===== config.mk =====
export PLATFORM = sky130hd
export DESIGN_NAME = fifo_tx_arbiter_flat
export DESIGN_NICKNAME = d
export VERILOG_FILES = /design/src/rtl/fifo_tx_arbiter_if.sv /design/src/rtl/fifo_tx_arbiter.sv /design/src/flat_wrapper.sv
export SDC_FILE = /design/constraint.sdc
export NUM_CORES = 1
export LEC_CHECK = 0
export ABC_AREA = 1
export CAP_MARGIN = 20
export CORE_AREA = 4 4 67 69
export DETAILED_ROUTE_END_ITERATION = 10
export DIE_AREA = 0 0 71 73
export DONT_BUFFER_PORTS = 1
export GPL_TIMING_DRIVEN = 1
export HOLD_SLACK_MARGIN = 0.02
export PLACE_DENSITY = 0.6
export SYNTH_ARGS = -nofsm -noshare
export SYNTH_HDL_FRONTEND = slang
export SYNTH_SLANG_ARGS = --single-unit

===== constraint.sdc =====
create_clock -name clk -period 4.2 [get_ports clk]
set_clock_uncertainty 0.15 [all_clocks]
set_input_delay 1.26 -clock clk [delete_from_list [all_inputs] [get_ports clk]]
set_output_delay 1.26 -clock clk [all_outputs]
set_load 0.02 [all_outputs]

===== src/rtl/fifo_tx_arbiter_if.sv =====
// Handshake bundle between producers, the tx arbiter and the fifo tx port.
// master = arbiter side, slave = producers/fifo side.
interface fifo_tx_arbiter_if #(
  parameter int NREQ  = 4,
  parameter int WIDTH = 8
);
  localparam int IDW = (NREQ > 1) ? $clog2(NREQ) : 1;

  logic [NREQ-1:0]       req_rdy;
  logic [NREQ*WIDTH-1:0] req_data;
  logic [NREQ-1:0]       req_done;
  logic                  fifo_tx_rdy;
  logic [WIDTH-1:0]      fifo_in_data;
  logic                  fifo_tx_done;
  logic                  fifo_full;
  logic [IDW-1:0]        grant_id;
  logic                  busy;

  modport master (
    input  req_rdy,
    input  req_data,
    input  fifo_tx_done,
    input  fifo_full,
    output req_done,
    output fifo_tx_rdy,
    output fifo_in_data,
    output grant_id,
    output busy
  );

  modport slave (
    output req_rdy,
    output req_data,
    output fifo_tx_done,
    output fifo_full,
    input  req_done,
    input  fifo_tx_rdy,
    input  fifo_in_data,
    input  grant_id,
    input  busy
  );
endinterface


===== src/rtl/fifo_tx_arbiter.sv =====
// Round-robin arbiter sharing one fifo tx port among NREQ producers.
// Four-phase rdy/done handshake on both sides; all outputs registered.
module fifo_tx_arbiter #(
  parameter int NREQ  = 4,
  parameter int WIDTH = 8
) (
  input logic              clk,
  input logic              rst_n,
  fifo_tx_arbiter_if.master bus
);

  localparam int IDW = (NREQ > 1) ? $clog2(NREQ) : 1;
  localparam logic [IDW-1:0] PTR_RST = IDW'(NREQ - 1);

  typedef enum logic [1:0] {
    IDLE,
    SEND,
    ACK,
    RELEASE
  } state_t;

  state_t           state_q, state_d;
  logic [IDW-1:0]   ptr_q, ptr_d;
  logic [IDW-1:0]   gnt_q, gnt_d;
  logic             tx_q, tx_d;
  logic [WIDTH-1:0] dat_q, dat_d;
  logic [NREQ-1:0]  done_q, done_d;
  logic             busy_q, busy_d;
  logic [IDW-1:0]   pick;
  logic             found;

  // first requester searching upward from the slot after the last grant
  always_comb begin
    pick  = '0;
    found = 1'b0;
    for (int i = 1; i <= NREQ; i++) begin
      if (!found && bus.req_rdy[(int'(ptr_q) + i) % NREQ]) begin
        found = 1'b1;
        pick  = IDW'((int'(ptr_q) + i) % NREQ);
      end
    end
  end

  // next-state and next-output logic
  always_comb begin
    state_d = state_q;
    ptr_d   = ptr_q;
    gnt_d   = gnt_q;
    tx_d    = tx_q;
    dat_d   = dat_q;
    done_d  = done_q;
    unique case (state_q)
      IDLE: begin
        if (found && !bus.fifo_full) begin
          gnt_d   = pick;
          dat_d   = bus.req_data[int'(pick)*WIDTH +: WIDTH];
          tx_d    = 1'b1;
          state_d = SEND;
        end
      end
      SEND: begin
        if (bus.fifo_tx_done) begin
          tx_d          = 1'b0;
          done_d        = '0;
          done_d[gnt_q] = 1'b1;
          ptr_d         = gnt_q;
          state_d       = ACK;
        end
      end
      ACK: begin
        if (!bus.fifo_tx_done && !bus.req_rdy[gnt_q]) begin
          done_d  = '0;
          state_d = RELEASE;
        end
      end
      RELEASE: begin
        state_d = IDLE;
      end
      default: begin
        state_d = IDLE;
      end
    endcase
    busy_d = (state_d != IDLE);
  end

  // state and output registers
  always_ff @(posedge clk or negedge rst_n) begin
    if (!rst_n) begin
      state_q <= IDLE;
      ptr_q   <= PTR_RST;
      gnt_q   <= '0;
      tx_q    <= 1'b0;
      dat_q   <= '0;
      done_q  <= '0;
      busy_q  <= 1'b0;
    end else begin
      state_q <= state_d;
      ptr_q   <= ptr_d;
      gnt_q   <= gnt_d;
      tx_q    <= tx_d;
      dat_q   <= dat_d;
      done_q  <= done_d;
      busy_q  <= busy_d;
    end
  end

  assign bus.req_done     = done_q;
  assign bus.fifo_tx_rdy  = tx_q;
  assign bus.fifo_in_data = dat_q;
  assign bus.grant_id     = gnt_q;
  assign bus.busy         = busy_q;

endmodule


===== src/flat_wrapper.sv =====
// flat-port wrapper written by rule: the top's interface ports become plain ports
module fifo_tx_arbiter_flat 
#(
  parameter int NREQ  = 4,
  parameter int WIDTH = 8
)
  (clk, rst_n, bus_req_rdy, bus_req_data, bus_fifo_tx_done, bus_fifo_full, bus_req_done, bus_fifo_tx_rdy, bus_fifo_in_data, bus_grant_id, bus_busy);
  fifo_tx_arbiter_if #(.NREQ(NREQ), .WIDTH(WIDTH)) bus_i ();
  input logic clk;
  input logic rst_n;
  input wire logic [$bits(bus_i.req_rdy)-1:0] bus_req_rdy;
  input wire logic [$bits(bus_i.req_data)-1:0] bus_req_data;
  input wire logic [$bits(bus_i.fifo_tx_done)-1:0] bus_fifo_tx_done;
  input wire logic [$bits(bus_i.fifo_full)-1:0] bus_fifo_full;
  output wire logic [$bits(bus_i.req_done)-1:0] bus_req_done;
  output wire logic [$bits(bus_i.fifo_tx_rdy)-1:0] bus_fifo_tx_rdy;
  output wire logic [$bits(bus_i.fifo_in_data)-1:0] bus_fifo_in_data;
  output wire logic [$bits(bus_i.grant_id)-1:0] bus_grant_id;
  output wire logic [$bits(bus_i.busy)-1:0] bus_busy;
  assign bus_i.req_rdy = bus_req_rdy;
  assign bus_i.req_data = bus_req_data;
  assign bus_i.fifo_tx_done = bus_fifo_tx_done;
  assign bus_i.fifo_full = bus_fifo_full;
  assign bus_req_done = bus_i.req_done;
  assign bus_fifo_tx_rdy = bus_i.fifo_tx_rdy;
  assign bus_fifo_in_data = bus_i.fifo_in_data;
  assign bus_grant_id = bus_i.grant_id;
  assign bus_busy = bus_i.busy;
  fifo_tx_arbiter #(.NREQ(NREQ), .WIDTH(WIDTH)) u_core (.clk(clk), .rst_n(rst_n), .bus(bus_i));
endmodule

==> results of run 1 <==
==> synth_stat cells <==
cell | count | area, sq um
inv_2 | 5 | 18.8
buf_2 | 4 | 20.0
nand3_2 | 2 | 20.0
buf_6 | 2 | 22.5
inv_1 | 39 | 146
nand2_1 | 87 | 327
nand3_4 | 2 | 35.0
nor2_2 | 1 | 6.26
or2_1 | 1 | 6.26
o21ai_0 | 3 | 15.0
inv_4 | 1 | 6.26
o211ai_1 | 2 | 15.0
nand2_2 | 6 | 37.5
nand4_1 | 19 | 119
dfstp_2 | 2 | 52.6
nor2_1 | 5 | 18.8
dfrtp_1 | 18 | 450
o2111ai_1 | 1 | 8.76
clkbuf_1 | 1 | 3.75
a31oi_1 | 1 | 6.26
nand3_1 | 25 | 125
a21oi_1 | 1 | 5.00
o21bai_1 | 1 | 7.51
nand2_4 | 1 | 11.3
nor2_4 | 2 | 22.5
==> routing by layer <==
layer / wire (um) / track usage / part of all wire / up-vias
met4: 10 / 0.0209 / 0.0027 / 0
li1: - / - / - / 726
met1: 1570 / 0.176 / 0.43 / 617
met2: 1720 / 0.242 / 0.47 / 58
met3: 374 / 0.0592 / 0.10 / 2
met5: 0 / 0 / 0 / -
==> sequential cells by signal (all words and copies together) (netlist names) <==
signal	count
u_core.bus.fifo_in_data	8
u_core.bus.req_done	4
u_core.bus.grant_id	2
u_core.ptr_q	2
u_core.state_q	2
u_core.bus.busy	1
u_core.bus.fifo_tx_rdy	1
==> how the worst max path moves through the flow <==
| stage | startpoint | endpoint | slack [ns] |
|---|---|---|---|
| after global routing | bus_req_rdy[3] | u_core.bus.busy | 1.45 |
| after floorplan | bus_req_rdy[3] | u_core.bus.fifo_in_data[2] | 1.68 |
| after detailed placement | bus_req_rdy[3] | u_core.bus.busy | 1.29 |
| after global placement | bus_req_rdy[3] | u_core.bus.busy | 1.28 |
| final | bus_req_rdy[3] | u_core.bus.busy | 1.58 |
| after CTS | bus_req_rdy[3] | u_core.bus.busy | 1.56 |
==> where the power goes <==
part	switching [W]	internal [W]	total, W
Combinational	0.000573	0.000281	0.000855
Sequential	0.000172	0.000288	0.000459
Clock	0.0000630	0.0000834	0.000146
Total	0.000808	0.000653	0.00146
==> area by class of cell <==
class                      count  area [sq um]  area share
sequential                    20           503       0.319
inverter                      45           171       0.109
tap                           50          62.6      0.0397
clock buffer                   4          55.1      0.0349
multi-input combinational    160           786       0.498
==> worst reg2reg max path, delay by kind of cell, from the launching register on <==
family / cells / cell delay (ns)
buffers and inverters: 1 / 0.10
DFF: 1 / 0.66
AOI/OAI and AO/OA: 1 / 0.16
and+or+nand+nor: 8 / 1.19
==> cells by family (layout without fill, tap and decap cells) <==
logic type,after synthesis,count (layout),synth area share
AND/OR/NAND/NOR,151,151,0.483
buffers and inverters,52,49,0.145
flip-flops,20,20,0.334
AO/OA/AOI/OAI,9,9,0.0382
==> per-stage QoR <==
step | hold WS (ns) | instance area (sq um) | utilization | cells | power [W]
2_1_floorplan | 0.394 | 1510 | - | 232 | 0.00120
3_3_place_gp | 0.446 | 1520 | 0.389 | 275 | 0.00132
3_5_place_dp | 0.443 | 1520 | 0.389 | 275 | 0.00132
4_1_cts | 0.457 | 1580 | 0.403 | 279 | 0.00148
5_1_grt | 0.497 | 1580 | 0.403 | 279 | 0.00161
6_report | 0.454 | 1580 | 0.403 | 279 | 0.00146
==> cell usage in the layout, fill, tap and decap left out <==
master	count
o21bai_1	1
nand3_2	2
dfstp_2	2
o211ai_1	2
inv_2	5
nand2_4	1
clkbuf_8	4
a31oi_1	1
inv_4	1
nand2_2	6
nand3_4	2
a21oi_1	1
or2_1	1
o2111ai_1	1
nor2_4	2
nand3_1	25
dfrtp_1	18
inv_1	39
o21ai_0	3
nand4_1	19
nor2_2	1
nand2_1	87
nor2_1	5
==> run summary, run 1 <==
Final Cycle Share: 0.623
CTS tree: yes
DRT iter0 DRCs: 89
H-Tree Depth: 1
Clock Latency Late Sink: 0.26 ns
Lkg Pwr: 0.913 nW
Fmax: 382 MHz
pre-CTS setup slack: 1.29 ns
crit-path max FO: 15
slowest library cell on the worst path: nand3_2
Vias: 1403
Final WS setup: 1.58 ns
row count: 23
Core Box Area: 3910 sq um
Cell Pwr Density: 926 nW/um^2
Yosys Warn Count: 0
total CTS buffers: 3
vias in the first global route: 1325
global route overflow: 0
Syn Inst Count: 232
worst-path cell chain: nand2_1, nand2_1, nand2_1, nand2_1, nor2_4, nand3_4, nand3_2, o211ai_1, or2_1
Cell Area, Synth: 1510 sq um
Slew Limit Headroom: 0.681
GP Congestion: 0.786
crit-path max cell delay: 0.30 ns
Max-cap violations: 0
Post-layout nets: 270
io pins: 56
Layout fillers: 441
Buf+Inv Stages, Crit Path: 0
crit end category: flop
area delta synth->final: 4.73%
crit path DAT: 2.61 ns
die area: 5180 sq um
layout cell share with drive strength beyond 1: 0.114
Syn Area/Cell: 6.49 sq um
TritonRoute pass-1 iters: 4
CP top delay family: simple AND/OR/NAND/NOR gates
Post-CTS Repair Setup Buffers: 0
DP HPWL: 2.80 mm
Synth Register Bits: 20
r2r worst-path depth: 10
Required @ worst endpoint: 4.20 ns
slew at the pin with the worst max-slew slack: 0.479 ns
unrepaired setup endpoints after global routing: false
Distinct cells, synth: 25
worst min-delay path endpoint: u_core.ptr_q[1]
reg-to-reg slack, setup: 1.83 ns
Final Hold Viols: 0
Die Ht: 73 um
Peak VDD IR: 391 uV
total negative slack: 0 ns
# DRC: 0
Syn Nets: 272
final wirelength: 3.67 mm
# resized after CTS: 0
root buffer cell: clkbuf_8
Hold Crit Class: flop to flop
Worst path most repeated cell: nand2_1
maximum buffer depth of the clock tree: 2
critical path depth in cells: 9
minimum clock period: 2.62 ns
Final ANT Viol Nets: 0
Die W: 71 um
Initial Util: 0.385
ANT cells: 0
IO Port Bufs: 0
Clk pin slew, worst setup/hold paths: 0.08 ns
vias per inst: 5.03
status: finished clean
first-pass GRT wire length: 5.99 mm
register area share after synthesis: 0.334
CTS Hold Bufs: 0
r2r startpoint: u_core.ptr_q[0]
CP Class: input port to flop
# setup viols final: 0
largest net degree at the start of global routing: 21
initial antenna violation count: 0
crit start category: input port
Worst R2R End: u_core.bus.busy
Slew Limit Fails: 0
gr usage total: 0.143
Min-Delay Startpoint: u_core.ptr_q[1]
WL per Instance: 13.2 um
hold depth: 2
Sink Count: 20
(Power assumes the default switching activity.)
==> inputs of run 2 (changes only) <==
Settings changed: PLACE_DENSITY 0.6 to 0.62.
Clock period 4.2 ns to 2.1 ns, I/O delays scaled along.
==> run summary, run 2 (synthesis gave the netlist of run 1 again) <==
status: finished clean
layout cell share with drive strength beyond 1: 0.194 (+0.0808)
crit-path max cell delay: 0.60 ns (+0.30 ns)
register share of total power: 0.254 (-0.061)
Cell Pwr Density: 1910 nW/um^2 (+110%)
most frequent cells in the layout: 83 x nand2_1, 39 x inv_1, 25 x nand3_1, 19 x nand4_1, 18 x dfrtp_1
GP Congestion: 0.784 (-0.31%)
IO Port Bufs: 0 (unchanged)
Psw: 0.00179 W (+120%)
ANT cells: 0 (unchanged)
Required @ worst endpoint: 2.15 ns (-2.05 ns)
die area: 5180 sq um (unchanged)
Worst path most repeated cell: nand2_1
r2r startpoint: u_core.ptr_q[0]
r2r worst-path depth: 13 (+3)
crit start category: flop
worst-path cell chain: inv_4, nand2_1, nand2_2, nand2_2, nand2_2, nor2_4, nand3_4, clkbuf_16, nand4_1, nand3_1, nand2_1, nand2_1, nand2_1
slowest library cell on the worst path: dfstp_2
total CTS buffers: 3 (unchanged)
gr usage total: 0.144 (+0.000454)
unrepaired setup endpoints after global routing: true
Die W: 71 um (unchanged)
vias in the first global route: 1325 (unchanged)
TritonRoute pass-1 iters: 4 (unchanged)
Slew Limit Fails: 0 (unchanged)
Final Cycle Share: 0.979
DRT iter0 DRCs: 61 (-31%)
crit-path max FO: 9 (-6)
CTS tree: yes
DP HPWL: 2.87 mm (+2.6%)
initial antenna violation count: 0 (unchanged)
clock power share: 0.085 (-0.015)
Worst R2R End: u_core.bus.fifo_in_data[7]
Die Ht: 73 um (unchanged)
most common cell after layout, fill and taps aside: nand2_1
area delta synth->final: 20.2%
Sw Share: 0.516 (-0.0369)
total negative slack: 0 ns (unchanged)
worst setup path end: u_core.bus.fifo_in_data[7]
Initial Util: 0.385 (unchanged)
largest net degree at the start of global routing: 20 (-4.8%)
row count: 23 (unchanged)
minimum clock period: 2.06 ns
# setup viols final: 0 (unchanged)
final wirelength: 3.87 mm (+5.3%)
# DRC: 0 (unchanged)
Hold Crit Class: input port to async pin
Pint: 0.00168 W (+160%)
H-Tree Depth: 1 (unchanged)
combinational power share: 0.661 (+0.076)
Core Box Area: 3910 sq um (unchanged)
global route overflow: 0 (unchanged)
hold_ws: 0.0540 ns (-0.400 ns)
Clock Latency Late Sink: 0.26 ns (about the same)
Clk pin slew, worst setup/hold paths: 0.07 ns (about the same)
slew at the pin with the worst max-slew slack: 0.815 ns (+0.336 ns)
CP startpoint: u_core.ptr_q[0]
Post-layout nets: 288 (+6.7%)
first-pass GRT wire length: 6.00 mm (+0.23%)
maximum buffer depth of the clock tree: 2 (unchanged)
Fmax: 486 MHz
Sink Count: 20 (unchanged)
Lkg Pwr: 1.03 nW (+13%)
Max-cap violations: 0 (unchanged)
Final ANT Viol Nets: 0 (unchanged)
crit path DAT: 2.11 ns (-0.50 ns)
CP Class: flop to flop
io pins: 56 (unchanged)
crit end category: flop
reg-to-reg slack, setup: 0.04 ns (-1.79 ns)
root buffer cell: clkbuf_8
Largest register FFs: 8 (unchanged)
vias per inst: 4.98 (-1.0%)
Peak VDD IR: 845 uV (+120%)
Slew Limit Headroom: 0.455 (-0.226)
WL per Instance: 13.0 um (-1.1%)
Vias: 1478 (+5.3%)
Final Hold Viols: 0 (unchanged)
[run 2: cell types whose count changed in the layout (fill, tap and decap cells not counted), moves of 2 or more]
cell / previous run / this run
buf_6: 0 / 2
buf_12: 0 / 2
nand2_2: 6 / 10
nand3_4: 2 / 5
nand2_1: 87 / 83
nand3_2: 2 / 0
buf_4: 0 / 10
[run 2: per-layer routing]
metal | share of wire | wire length (um) | track usage
met1 | 0.44 | 1710 | 0.182
met4 | 0.014 | 54 | 0.0376
met5 | 0 | 0 | 0
met3 | 0.095 | 369 | 0.0579
met2 | 0.45 | 1730 | 0.229
[run 2: per-stage QoR]
stage | std cells | util | setup slack [ns] | instance area [sq um] | power (W)
2_1_floorplan | 232 | - | 0.163 | 1510 | 0.00240
4_1_cts | 288 | 0.424 | 0.00539 | 1660 | 0.00309
5_1_grt | 297 | 0.463 | -0.114 | 1810 | 0.00381
3_5_place_dp | 282 | 0.406 | -0.0159 | 1590 | 0.00276
6_report | 297 | 0.463 | 0.0435 | 1810 | 0.00347
3_3_place_gp | 282 | 0.406 | -0.0226 | 1590 | 0.00276
[run 2: timing repair]
action	4_1_cts	5_1_grt
hold buffers	1	0
gates cloned	0	2
gates resized for setup	0	14
pin swaps	0	4
endpoints found under the setup margin	7	9
endpoints found under the hold margin	18	0
setup buffers	1	7
[run 2: cell type report]
| cell class | instances | area [sq um] |
|---|---|---|
| fillers | 429 | 2100 |
| multi-input cells | 161 | 831 |
| flip-flops and latches | 20 | 503 |
| repair buffers | 17 | 188 |
| inverters | 45 | 171 |
| well taps | 50 | 62.6 |
| clock buffers | 4 | 55.1 |
[run 2: power by group through the flow]
stage	combinational (W)	sequential, W	clock, W
2_1_floorplan	0.00155	0.000845	0
3_3_place_gp	0.00185	0.000909	0
3_5_place_dp	0.00185	0.000916	0
4_1_cts	0.00188	0.000902	0.000305
5_1_grt	0.00257	0.000909	0.000323
6_report	0.00229	0.000879	0.000296
[run 2: worst max-delay path: cells and delay by family (launching register included)]
kind	cells	cell delay, ns
flip-flops	1	0.60
AND/OR/NAND/NOR	11	0.96
buffers and inverters	2	0.29
[run 2: worst min-delay path by stage]
stage / start / to / slack (ns) / cells after the start
floorplan: rst_n / u_core.bus.busy / 0.18 / 0
global placement: rst_n / u_core.bus.req_done[0] / 0.18 / 0
detailed placement: rst_n / u_core.bus.req_done[0] / 0.18 / 0
CTS: rst_n / u_core.ptr_q[0] / 0.04 / 0
global route: rst_n / u_core.ptr_q[0] / 0.03 / 0
finish: rst_n / u_core.ptr_q[0] / 0.05 / 0
==> inputs of run 3 (changes only) <==
--- a/constraint.sdc
+++ b/constraint.sdc
@@ -3,3 +3,3 @@
 set_input_delay 0.63 -clock clk [delete_from_list [all_inputs] [get_ports clk]]
 set_output_delay 0.63 -clock clk [all_outputs]
-set_load 0.02 [all_outputs]
+set_load 0.1 [all_outputs]
==> run summary, run 3 (synthesis gave the netlist of run 1 again) <==
CTS tree: yes
most frequent cells in the layout: 66 x nand2_1, 37 x inv_1, 25 x buf_4, 22 x nand3_1, 21 x nand2_2
slew at the pin with the worst max-slew slack: 0.808 ns (-0.00647 ns)
H-Tree Depth: 1 (unchanged)
maximum buffer depth of the clock tree: 2 (unchanged)
Post-Route Utilization: 0.530 (+0.0678)
ANT cells: 0 (unchanged)
layout cell share with drive strength beyond 1: 0.337 (+0.143)
Largest register FFs: 8 (unchanged)
DP HPWL: 2.98 mm (+3.9%)
Final Cycle Share: 1.00 (+0.0229)
unrepaired setup endpoints after global routing: true
final wirelength: 4.30 mm (+11%)
Layout fillers: 395 (-7.9%)
die area: 5180 sq um (unchanged)
violated checks: negative setup slack
row count: 23 (unchanged)
Multi-input gate area: 926 sq um (+11%)
most common cell after layout, fill and taps aside: nand2_1
Hold Crit Class: input port to async pin
Clock Latency Late Sink: 0.26 ns (about the same)
first-pass GRT wire length: 6.05 mm (+0.80%)
vias in the first global route: 1296 (-2.2%)
Vias: 1563 (+5.8%)
io pins: 56 (unchanged)
Core Box Area: 3910 sq um (unchanged)
Final WS setup: -0.00467 ns (-0.0482 ns)
hold_ws: 0.0550 ns (+0.000984 ns)
crit end category: flop
Final ANT Viol Nets: 0 (unchanged)
minimum clock period: 2.10 ns (+0.0482 ns)
# setup viols final: 1 (+1)
Fmax: 475 MHz (-2.3%)
status: finished, violations left
Clk pin slew, worst setup/hold paths: 0.07 ns (about the same)
IO Port Bufs: 0 (unchanged)
Reg area: 505 sq um (+0.50%)
Slew Limit Fails: 0 (unchanged)
Initial Util: 0.385 (unchanged)
Max-cap violations: 0 (unchanged)
Required @ worst endpoint: 2.11 ns (-0.04 ns)
# DRC: 0 (unchanged)
Post-layout nets: 308 (+6.9%)
area delta synth->final: 37.8%
Die W: 71 um (unchanged)
GP Congestion: 0.816 (+4.2%)
crit-path max FO: 6 (-3)
global route overflow: 0 (unchanged)
Final Hold Viols: 0 (unchanged)
DRT iter0 DRCs: 83 (+36%)
total CTS buffers: 3 (unchanged)
crit path DAT: 2.11 ns (about the same)
Sink Count: 20 (unchanged)
gr usage total: 0.148 (+0.00409)
Die Ht: 73 um (unchanged)
TritonRoute pass-1 iters: 4 (unchanged)
vias per inst: 4.93 (-0.92%)
initial antenna violation count: 0 (unchanged)
largest net degree at the start of global routing: 20 (unchanged)
WL per Instance: 13.6 um (+4.2%)
root buffer cell: clkbuf_8
Slew Limit Headroom: 0.459 (+0.00433)
CP Class: flop to flop
crit start category: flop
==> run 3: layer usage <==
metal,GRT usage,part of all wire,vias up,wire [um]
met1,0.193,0.41,695,1760
met3,0.0523,0.086,2,372
li1,-,-,808,-
met2,0.237,0.50,58,2150
met5,0,0,-,0
met4,0.0313,0.0044,0,19
==> run 3: timing repair <==
| action | 4_1_cts | 5_1_grt |
|---|---|---|
| hold buffers | 1 | 0 |
| buffers inserted | 0 | 8 |
| gates resized for setup | 0 | 49 |
| endpoints found under the setup margin | 0 | 9 |
| hold endpoints to repair | 18 | 0 |
==> run 3: stage by stage <==
step           instance area, sq um  std cells  worst slack (ns)   TNS, ns
4_1_cts                        1770        305            0.0336         0
6_report                       2080        317          -0.00467  -0.00467
2_1_floorplan                  1510        232            0.0910         0
3_5_place_dp                   1710        300            0.0456         0
5_1_grt                        2080        317            -0.125     -1.05
3_3_place_gp                   1710        300            0.0356         0
==> run 3: path summary, 6_finish.rpt <==
check	start	end	slack, ns	cells past startpoint
max	u_core.ptr_q[0]	u_core.bus.fifo_in_data[0]	-0.005	14
max in group asynchronous	rst_n	u_core.bus.grant_id[0]	0.49	1
min in group clk	u_core.bus.fifo_in_data[0]	u_core.bus.fifo_in_data[0]	0.34	2
max reg2reg	u_core.ptr_q[0]	u_core.bus.fifo_in_data[0]	-0.005	14
min reg2reg	u_core.bus.fifo_in_data[0]	u_core.bus.fifo_in_data[0]	0.34	2
min	rst_n	u_core.ptr_q[1]	0.06	0
==> run 3: area by class of cell <==
type / count / area share
multi-input cells: 162 / 0.446
flip-flops and latches: 20 / 0.244
repair buffers: 36 / 0.172
inverters: 45 / 0.0862
well taps: 50 / 0.0301
clock buffers: 4 / 0.0217
==> run 3: worst max-delay path, stage by stage, from the launching register on <==
cell       delay, ns
dfstp_2         0.59
buf_6           0.12
buf_12          0.10
nand2_2         0.04
nand2_2         0.08
nand2_2         0.07
nand2_4         0.10
nand2_4         0.07
nand3_4         0.16
clkbuf_16       0.17
nand4_1         0.09
nand3_1         0.10
nand2_1         0.05
nand2_1         0.05
nand2_1         0.04
Power of run 3 is not shown: default switching activity piles up to over one toggle a cycle in this logic, so the estimate is an artifact.
==> variant 1, RTL diff (flow settings as in run 3) <==
`WIDTH` is set to 8 in 3 places; all go to 12.
--- a/src/rtl/fifo_tx_arbiter_if.sv
+++ b/src/rtl/fifo_tx_arbiter_if.sv
@@ -2,7 +2,7 @@
 // master = arbiter side, slave = producers/fifo side.
 interface fifo_tx_arbiter_if #(
   parameter int NREQ  = 4,
-  parameter int WIDTH = 8
+  parameter int WIDTH = 12
 );
   localparam int IDW = (NREQ > 1) ? $clog2(NREQ) : 1;
 
--- a/src/rtl/fifo_tx_arbiter.sv
+++ b/src/rtl/fifo_tx_arbiter.sv
@@ -2,7 +2,7 @@
 // Four-phase rdy/done handshake on both sides; all outputs registered.
 module fifo_tx_arbiter #(
   parameter int NREQ  = 4,
-  parameter int WIDTH = 8
+  parameter int WIDTH = 12
 ) (
   input logic              clk,
   input logic              rst_n,
--- a/src/flat_wrapper.sv
+++ b/src/flat_wrapper.sv
@@ -2,7 +2,7 @@
 module fifo_tx_arbiter_flat 
 #(
   parameter int NREQ  = 4,
-  parameter int WIDTH = 8
+  parameter int WIDTH = 12
 )
   (clk, rst_n, bus_req_rdy, bus_req_data, bus_fifo_tx_done, bus_fifo_full, bus_req_done, bus_fifo_tx_rdy, bus_fifo_in_data, bus_grant_id, bus_busy);
   fifo_tx_arbiter_if #(.NREQ(NREQ), .WIDTH(WIDTH)) bus_i ();
Ports: changed (resized bus_fifo_in_data and bus_req_data); port bits go from 56 to 76. No check against the original RTL was run, so the function may have changed too.
==> variant 1 against run 3 <==
Critical path type unchanged; area after synthesis rose by 20%; the flow still finishes with violations (setup timing); utilization rose by 12 points; worst setup slack lost 79 ps; largest cell class unchanged; wire length up 35%; via count rose by 28%; count of clock-buffer cells in the layout fell by 1; highest routed layer unchanged; cell count is 20% higher; final area increased by 24%; sequential cell count is 4 higher; sequential share of layout area shrank 0.78 points.
Power is not shown: default switching activity piles up to over one toggle a cycle in this logic, so the estimate is an artifact.
==> variant 1: results (changes against run 3) <==
status=finished, violations left (unchanged); failing checks=setup timing (unchanged); mean area per synthesized cell=6.326 um2 (was 6.493 um2); final worst setup slack=-83.78 ps (was -4.665 ps); worst-margin pin slew=316.4 ps (was 808.3 ps); Synth area leaders=dfrtp_1, nand2_1, nand3_1 (was dfrtp_1, nand2_1, inv_1); drt wl/cell=15.27 um (was 13.57 um); gp weighted congestion=0.8153 (was 0.8164); Post-synth top cells=nand2_1, nand3_1, inv_1 (was nand2_1, inv_1, nand3_1); vias=1,996 (was 1,563); later-pin clock latency in the skew report=280 ps (was 260 ps); GRT met2 Usage=32.85% (was 23.69%); initial DRC count=70 (was 83); worst-path fanout max=8 (was 6); Synth Area in Compound Gates=2.559% (was 3.821%); GRT Util Overall=18.99% (was 14.79%); post-synthesis adder-cell area fraction=0% (unchanged); syn_nets=342 (was 272); largest net degree at the start of global routing=29 (was 20); Pre-Repair DR Iteration Count=6 (was 4); TNS Setup=-466.4 ps (was -4.665 ps); CP peak stage delay=620 ps (was 590 ps); first-pass GRT wire length=7955 um (was 6051 um); half-perimeter wire length after placement=3669 um (was 2985 um); met1 GRT Util=24.19% (was 19.31%); Worst EP arrival=2210 ps (was 2110 ps); clk buf depth=2 (unchanged); pre-CTS setup slack=-46.33 ps (was 45.60 ps); initial antenna violation count=0 (unchanged); layout cell share with drive strength beyond 1=33.23% (was 33.71%); Fill cells=353 (was 395); sequential-to-total area share from yosys stat=33.33% (was 33.39%); final setup fails=12 (was 1); hold_ws=30.74 ps (was 55.03 ps); number of port buffers=0 (unchanged); Final Cell Area=0.002564 mm2 (was 0.002076 mm2); vias in the first global route=1,730 (was 1,296); Clock transition at path regs=90 ps (was 70 ps); Top delay family on crit path=simple AND/OR/NAND/NOR gates (unchanged); max FFs per register=12 (was 8); Non-Filler Instances=381 (was 317); dpl cells=352 (was 300); placed instance area=0.001997 mm2 (was 0.001713 mm2); worst min-delay path class=in2async (unchanged); Nets=388 (was 308); GR Util met3=3.306% (was 5.234%)
==> variant 1: cell count changes after synthesis, sizes merged, moves of 2 or more <==
cell / delta
nand3: +32
nand2: +13
nand4: -13
inv: +12
buf: +5
dfrtp: +4
or2: +2
==> variant 1: repair_timing <==
item / 4_1_cts / 5_1_grt
setup buffers: 0 / 19
hold buffers: 1 / 0
resized for setup: 2 / 60
gates cloned: 0 / 4
pin swaps: 1 / 9
hold endpoints to repair: 22 / 0
setup endpoints to repair: 4 / 16
==> variant 1: layout make-up <==
type | count | area share, %
well taps | 50 | 2.440
flip-flops and latches | 24 | 23.57
clock inverters | 1 | 1.171
inverters | 57 | 8.638
repair buffers | 50 | 19.23
clock buffers | 3 | 1.611
multi-input cells | 196 | 43.34
==> variant 1: path summary, 6_finish.rpt <==
path / cells after the start / to / startpoint
max: 15 / u_core.bus.fifo_in_data[8] / u_core.ptr_q[0]
max in group asynchronous: 2 / u_core.bus.grant_id[1] / rst_n
max reg2reg: 15 / u_core.bus.fifo_in_data[8] / u_core.ptr_q[0]
min in group clk: 2 / u_core.bus.fifo_tx_rdy / u_core.bus.fifo_tx_rdy
min reg2reg: 2 / u_core.bus.fifo_tx_rdy / u_core.bus.fifo_tx_rdy
min: 0 / u_core.ptr_q[0] / rst_n
==> variant 1: worst register-to-register path, cell delays in order, from the launching register on <==
cell,delay (ps)
dfstp_2,620
inv_4,90
nand2_2,70
nand2_2,70
nand2_2,100
nand2_4,60
nor2_4,130
nand3_4,120
buf_12,160
nand2_8,80
buf_4,110
nand2_1,60
nand3_1,80
nand2_1,70
nand2_1,60
nand2_1,50
==> variant 1: routing by layer <==
layer | vias up | share of wire, %
li1 | 971 | -
met1 | 924 | 40
met2 | 87 | 52
met3 | 14 | 5.8
met4 | 0 | 2.1
met5 | - | 0
==> variant 2, RTL diff (settings of run 3) <==
Made on the original files. Re-encode `state_t` (4 states) as Gray code, 2 bits wide.
--- a/src/rtl/fifo_tx_arbiter.sv
+++ b/src/rtl/fifo_tx_arbiter.sv
@@ -13,10 +13,10 @@
   localparam logic [IDW-1:0] PTR_RST = IDW'(NREQ - 1);
 
   typedef enum logic [1:0] {
-    IDLE,
-    SEND,
-    ACK,
-    RELEASE
+    IDLE    = 2'b00,
+    SEND    = 2'b01,
+    ACK     = 2'b11,
+    RELEASE = 2'b10
   } state_t;
 
   state_t           state_q, state_d;
Behaviour: same outputs for any inputs over 4 cycles, from zero or initial values and one cycle with rst_n low; so few cycles prove little.
==> variant 2 against run 3 <==
Area after synthesis up 0.83%; critical path depth down 1; wire length down 5.3%; sequential share of layout area up 0.87 points; final area down 3.7%; worst setup slack better by 17 ps; sequential cell count unchanged; highest routed layer unchanged.
Power is left out: the tool's default activity adds up to more than one toggle a clock period on the data nets, which glitch-free logic cannot reach.
==> variant 2: results (changes against run 3) <==
TNS Setup=0 ps (was -4.665 ps); Post-CTS Setup Inserts=6 (was 0); first-pass GRT wire length=6182 um (was 6051 um); gp weighted congestion=0.8337 (was 0.8164); Clock transition at path regs=80 ps; vias=1,503 (was 1,563); layout cell share with drive strength beyond 1=30.27% (was 33.71%); largest net degree at the start of global routing=19 (was 20); routed wl met2=2056 um (was 2148 um); CTS root buffer=clkbuf_8 (unchanged); worst-case reg-to-reg path depth=13 (was 14); reg-to-reg startpoint=u_core.ptr_q[1] (was u_core.ptr_q[0]); number of diodes=0 (unchanged); Post-CTS Resized=6 (was 0); GR Util met3=3.030% (was 5.234%); CP peak stage delay=610 ps (was 590 ps); dpl cells=293 (was 300); Nets=302 (was 308); GRT met2 Usage=24.92% (was 23.69%); Non-Filler Instances=311 (was 317); met1 WL=1839 um (was 1761 um); Ys Warns=0 (unchanged); Synth area leaders=dfrtp_1, nand2_1, inv_1 (unchanged); clk buf depth=2 (unchanged); syn_nets=268 (was 272); initial DRC count=99 (was 83); GRT Util Overall=14.76% (was 14.79%); Post-synth top cells=nand2_1, inv_1, nand3_1 (unchanged); met1 GRT Util=18.98% (was 19.31%); placed instance area=0.001698 mm2 (was 0.001713 mm2); worst-path fanout max=8 (was 6); drt wl/cell=13.09 um (was 13.57 um); Reg-to-Reg End=u_core.bus.fifo_in_data[2] (was u_core.bus.fifo_in_data[0]); Mapped Cells=228 (was 232); number of port buffers=0 (unchanged); half-perimeter wire length after placement=2982 um (was 2985 um); worst-margin pin slew=808.7 ps (was 808.3 ps); post-synth cell types=29 (was 25); worst reg-to-reg setup slack=10 ps (was -5 ps); status=finished, final reports clean (was finished, violations left); vias in the first global route=1,393 (was 1,296); sequential-to-total area share from yosys stat=33.11% (was 33.39%); metal3 WL=143 um (was 372 um)
==> variant 2: worst max-delay path by stage <==
stage / start / slack [ps] / end
3_5_place_dp: u_core.ptr_q[0] / -50 / u_core.bus.fifo_in_data[0]
2_1_floorplan: u_core.bus.grant_id[0] / 20 / u_core.bus.req_done[1]
6_report: u_core.ptr_q[1] / 10 / u_core.bus.fifo_in_data[2]
5_1_grt: u_core.ptr_q[0] / -140 / u_core.bus.fifo_in_data[3]
3_3_place_gp: u_core.ptr_q[0] / -30 / u_core.bus.fifo_in_data[0]
4_1_cts: u_core.ptr_q[0] / 20 / u_core.bus.fifo_in_data[0]
==> variant 2: worst register-to-register path: stages (launching register included) <==
cell and delay, ps:
dfstp_2 610, inv_4 70, buf_12 130, nand3_1 120, nand2_2 110, nor2_4 110, nand3_4 110, nand3_4 170
buf_6 120, nand2_1 40, nand3_1 80, nand2_1 60, nand2_1 60, nand2_1 50
==> variant 2: final cells by class <==
class,instances,area (um2)
inverter,45,176.4
clock buffer,4,55.05
multi-input combinational,156,877.1
timing repair buffer,36,324.1
fill,386,1914
tap,50,62.56
sequential,20,504.2
==> variant 2: kinds of logic (layout without fill, tap and decap cells) <==
family | Yosys count | count (layout) | synth area share, %
AOI/OAI and AO/OA | 14 | 14 | 5.766
buffers and inverters | 52 | 85 | 14.58
DFF | 20 | 20 | 33.11
and+or+nand+nor | 142 | 142 | 46.54
==> variant 2: metrics by stage <==
step | hold WS, ps | worst slack (ps) | utilization [%]
final | 56.30 | 12.29 | 51.09
after global routing | 40.32 | -135.3 | 51.09
after global placement | 184.8 | -30.54 | 43.38
after floorplan | 184.4 | 15.92 | -
after detailed placement | 184.9 | -49.17 | 43.38
after CTS | 50.57 | 19.61 | 47.06
